==> src/rtl/cordic.sv <==
// rtl/cordic.sv - 10-stage pipelined rotation-mode CORDIC, degrees (Q7.4) to cos/sin (Q0.17)
// Build option: define CORDIC_ROUND_EN to round xn/yn to nearest instead of truncating.
module cordic #(
  parameter int N = 10
) (
  input  logic        clk,
  input  logic        rst_n,
  input  logic        in_valid,
  input  logic [10:0] z0,
  output logic        out_valid,
  output logic [16:0] xn,
  output logic [16:0] yn,
  output logic [10:0] zn
);
  localparam int XW = 20;
  localparam int ZW = 12;
  localparam logic signed [XW-1:0] X_INIT  = 20'sd318376;
  localparam logic signed [XW:0]   SAT_MAX = 21'sd524287;
  localparam logic signed [XW:0]   SAT_MIN = -21'sd524288;

  function automatic logic signed [ZW-1:0] atan_lut(input int i);
    case (i)
      0:       atan_lut = 12'sd720;
      1:       atan_lut = 12'sd425;
      2:       atan_lut = 12'sd225;
      3:       atan_lut = 12'sd114;
      4:       atan_lut = 12'sd57;
      5:       atan_lut = 12'sd29;
      6:       atan_lut = 12'sd14;
      7:       atan_lut = 12'sd7;
      8:       atan_lut = 12'sd4;
      9:       atan_lut = 12'sd2;
      default: atan_lut = 12'sd0;
    endcase
  endfunction

  // The vector magnitude ends within an LSB of 1.0, so sums saturate rather than wrap.
  function automatic logic signed [XW-1:0] sat(input logic signed [XW:0] v);
    if (v > SAT_MAX)      sat = SAT_MAX[XW-1:0];
    else if (v < SAT_MIN) sat = SAT_MIN[XW-1:0];
    else                  sat = v[XW-1:0];
  endfunction

  function automatic logic [16:0] to_out(input logic signed [XW-1:0] v);
    logic signed [XW:0] r;
`ifdef CORDIC_ROUND_EN
    r = {v[XW-1], v} + 21'sd2;
`else
    r = {v[XW-1], v};
`endif
    if (r < 0)          to_out = '0;
    else if (r[XW-1])   to_out = '1;
    else                to_out = r[18:2];
  endfunction

  logic                 in_valid_q, in_valid_d;
  logic [N-1:0]         valid_q, valid_d;
  logic signed [ZW-1:0] z_in_q, z_in_d;
  logic signed [XW-1:0] x_q [N];
  logic signed [XW-1:0] x_d [N];
  logic signed [XW-1:0] y_q [N];
  logic signed [XW-1:0] y_d [N];
  logic signed [ZW-1:0] z_q [N];
  logic signed [ZW-1:0] z_d [N];
  logic signed [XW-1:0] xs, ys, xsh, ysh;
  logic signed [ZW-1:0] zs;

  always_comb begin
    in_valid_d = in_valid;
    z_in_d     = (z0 > 11'd1440) ? 12'sd1440 : $signed({1'b0, z0});
    valid_d    = {valid_q[N-2:0], in_valid_q};
    xs  = '0;
    ys  = '0;
    zs  = '0;
    xsh = '0;
    ysh = '0;
    for (int i = 0; i < N; i++) begin
      if (i == 0) begin
        xs = X_INIT;
        ys = '0;
        zs = z_in_q;
      end else begin
        xs = x_q[i-1];
        ys = y_q[i-1];
        zs = z_q[i-1];
      end
      xsh = xs >>> i;
      ysh = ys >>> i;
      if (!zs[ZW-1]) begin
        x_d[i] = sat({xs[XW-1], xs} - {ysh[XW-1], ysh});
        y_d[i] = sat({ys[XW-1], ys} + {xsh[XW-1], xsh});
        z_d[i] = zs - atan_lut(i);
      end else begin
        x_d[i] = sat({xs[XW-1], xs} + {ysh[XW-1], ysh});
        y_d[i] = sat({ys[XW-1], ys} - {xsh[XW-1], xsh});
        z_d[i] = zs + atan_lut(i);
      end
    end
  end

  always_ff @(posedge clk or negedge rst_n) begin
    if (!rst_n) begin
      in_valid_q <= 1'b0;
      valid_q    <= '0;
      z_in_q     <= '0;
      x_q        <= '{default: '0};
      y_q        <= '{default: '0};
      z_q        <= '{default: '0};
    end else begin
      in_valid_q <= in_valid_d;
      valid_q    <= valid_d;
      z_in_q     <= z_in_d;
      x_q        <= x_d;
      y_q        <= y_d;
      z_q        <= z_d;
    end
  end

  assign out_valid = valid_q[N-1];
  assign xn        = to_out(x_q[N-1]);
  assign yn        = to_out(y_q[N-1]);
  assign zn        = z_q[N-1][10:0];
endmodule

==> config.mk <==
export PLATFORM = sky130hd
export DESIGN_NAME = cordic
export DESIGN_NICKNAME = d
export VERILOG_FILES = /design/src/rtl/cordic.sv
export SDC_FILE = /design/constraint.sdc
export NUM_CORES = 2
export LEC_CHECK = 0
export CAP_MARGIN = 20
export CORE_UTILIZATION = 44
export DETAILED_ROUTE_END_ITERATION = 10
export GPL_TIMING_DRIVEN = 0
export PLACE_DENSITY = 0.66
export SYNTH_ARGS = -nofsm -noshare
export SYNTH_HDL_FRONTEND = slang
export SYNTH_SLANG_ARGS = --single-unit
export TNS_END_PERCENT = 100
==> constraint.sdc <==
create_clock -name clk -period 5.1 [get_ports clk]
set_input_delay 1.275 -clock clk [delete_from_list [all_inputs] [get_ports clk]]
set_output_delay 1.275 -clock clk [all_outputs]
set_load 0.005 [all_outputs]
==> out/metrics.csv <==
metric;value;unit
Detail Route Antenna Nets;0;
num ports;60;
RSZ-0062 raised after global routing;no;
worst rel slew slack;28.1;%
Final WS setup;0.194;ns
Crit-path slowest cell;dfrtp_4;
Post-DP HPWL;123000;µm
clk_skew;0.0705;ns
period utilization;96.2;%
Hold Path Class;flip-flop to flip-flop;
Die Footprint;118000;µm²
Syn-to-layout area delta;8.87;%
CTS tree;built;
CP Cell Sequence;clkbuf_4 -> clkbuf_4 -> buf_2 -> inv_1 -> ha_2 -> inv_1 -> o21ai_0 -> a21oi_1 -> or3_1 -> a2111oi_2 -> and4_1 -> o2111ai_1 -> and3_1 -> clkbuf_1 -> a22oi_1;
Async SR Flop Fraction;100;%
Synth area leader;dfrtp_1;
total number of vias;47328;
capturing element type of the critical path;flip-flop;
sequential area share after synthesis;22.4;%
top post-synthesis cells by count;a21oi_1 (696), ha_1 (669), inv_1 (590);
Placement Setup Slack;-1.42;ns
Synth Register Bits;461;
top-count cell post-synth;a21oi_1;
1st-iter DRT viols;3947;
share of cells above drive strength 1;5.12;%
syn nets;7178;
clk root buf;clkbuf_16;
CP arrival;5.46;ns
total gr overflow;0;
CP delay by family, top;buffers and inverters;
Gate Count Post-Synth;6455;
DRT Pass-1 Iters;8;
vias in the first global route;44842;
top-area cell type share of the netlist area;22.4;%
crit path launch type;flip-flop;
fin nets;7299;
synth warn;0;
IO buf count;59;
Final TNS setup;0;ns
clock latency on the worst-skew pair;0.68;ns
Synth cell types;114;
routed length per instance;18.9;µm
final RePlAce weighted congestion;0.949;
cell row count;125;
final wirelength;154000;µm
synth top area cells;dfrtp_1 (22%), ha_1 (16%), xnor2_1 (6.8%), a21oi_1 (6.8%), inv_1 (4.3%);
ANT cells;0;
Max clock buf depth;3;
starting density of the core;44.4;%
critical path data required time;5.66;ns
largest net degree at the start of global routing;121;
global-route wire length before repair;243000;µm
initial antenna violation count;3;
Cell Area, Synth;51500;µm²
Post-synth EDFFs;0;
clock sinks;461;
Max Freq;0.204;GHz
gr usage total;25.5;%
slowest stage delay, CP;0.56;ns
worst path bufs/invs;6;
status;completed;
Avg Cell Area, Syn;7.98;µm²
final setup vio count;0;
fin. max-slew vios;0;
Worst-path clk slew;0.06;ns
core area;116000;µm²
vias per inst;5.81;
DRC errors left;0;
final hold vios;0;
FILL cells;11353;
chip height;344;µm
critical path type;flip-flop to flip-flop;
final hold slack;0.347;ns
max-cap check violation count;0;
H-tree depth;2;
worst-path maximum fanout;13;
Die W;344;µm
Inserted Clock Buffers;55;
top_reg_cell synth;dfrtp_1;
fin crit period;4.91;ns
Worst Max-Slew Pin Slew;1.06;ns
-- placed cells by master (no fill, tap or decap), drive strengths merged, types with 110 or more instances in the layout --
| master | synthesis | final |
|---|---|---|
| a21o | 123 | 123 |
| a21oi | 703 | 703 |
| buf | 117 | 125 |
| clkbuf | 207 | 272 |
| dfrtp | 461 | 461 |
| ha | 669 | 669 |
| inv | 593 | 599 |
| nand2 | 356 | 356 |
| nand2b | 110 | 110 |
| nand3 | 116 | 116 |
| nor2 | 500 | 500 |
| nor2b | 143 | 143 |
| nor3 | 186 | 186 |
| o21ai | 351 | 351 |
| o21bai | 133 | 133 |
| xnor2 | 400 | 400 |
-- path summary, 6_finish.rpt --
| kind | start | to | slack [ns] | cells past startpoint |
|---|---|---|---|---|
| worst max-delay path | y_q[177] | y_q[153] | 0.19 | 15 |
| worst min-delay path | valid_q[3] | valid_q[4] | 0.35 | 0 |
| worst max register to register | y_q[177] | y_q[153] | 0.19 | 15 |
| worst min register to register | valid_q[3] | valid_q[4] | 0.35 | 0 |
| max in group asynchronous | rst_n | x_q[114] | 3.31 | 3 |
| min in group asynchronous | rst_n | zn[7] | 0.44 | 1 |
-- layer usage --
metal | GRT usage, % | vias up | part of all wire [%]
met5 | 0 | - | 0
met4 | 8.75 | 0 | 3.4
met3 | 2.61 | 269 | 4.8
met2 | 42.5 | 1289 | 46
met1 | 34.3 | 22715 | 45
li1 | - | 23055 | -
-- worst register-to-register path, delay by kind of cell (launching register included) --
| family | cells | cell delay (ns) |
|---|---|---|
| fa+ha+maj | 1 | 0.48 |
| buf+inv | 6 | 1.54 |
| simple gates | 3 | 0.89 |
| compound gates | 5 | 1.34 |
| flops | 1 | 0.56 |
-- logic make-up (layout without fill, tap and decap cells) --
kind of cell | after synthesis | in the layout | synth area share [%]
other | 1 | 1 | 0.00728
adders and majority gates | 727 | 727 | 18.2
buffers and inverters | 923 | 1089 | 7.14
and+or+nand+nor | 1713 | 1713 | 16.3
muxes | 25 | 25 | 0.500
DFF | 461 | 461 | 22.4
xor gates and xnor gates | 475 | 475 | 8.08
AOI/OAI and AO/OA | 2130 | 2130 | 27.4
-- sequential cells by signal (all words and copies together) (netlist names), 10 cells and up --
register,cells
xs,20
x_q,138
zn,11
y_q,142
z_in_q,11
zs,12
valid_q,10
z_q,96
ys,20
-- stage by stage --
stage          instance area [µm²]  utilization (%)  instances
6_report                     56100             48.3       8145
5_1_grt                      56100             48.3       8145
4_1_cts                      56100             48.3       8147
3_5_place_dp                 54100             46.6       8042
3_3_place_gp                 54000             46.5       8038
2_1_floorplan                51500                -       6455
-- timing repair --
item                                    CTS  global route
buffers inserted                          3             0
endpoints found under the setup margin   38            18
pin swaps                                 0             0
gates cloned                              0             0
gates resized for setup                  13             5
hold buffers                              0             0
-- area by class of cell --
type | instances | area [µm²] | share of cell area [%]
multi-input cells | 5071 | 36300 | 64.8
flip-flops and latches | 461 | 11500 | 20.6
inverters | 599 | 2250 | 4.02
well taps | 1524 | 1910 | 3.40
clock buffers | 67 | 1490 | 2.66
plain buffers | 322 | 1430 | 2.56
repair buffers | 66 | 732 | 1.31
clock inverters | 35 | 403 | 0.719
Power is not shown: default switching activity piles up to over one toggle a cycle in this logic, so the estimate is an artifact.
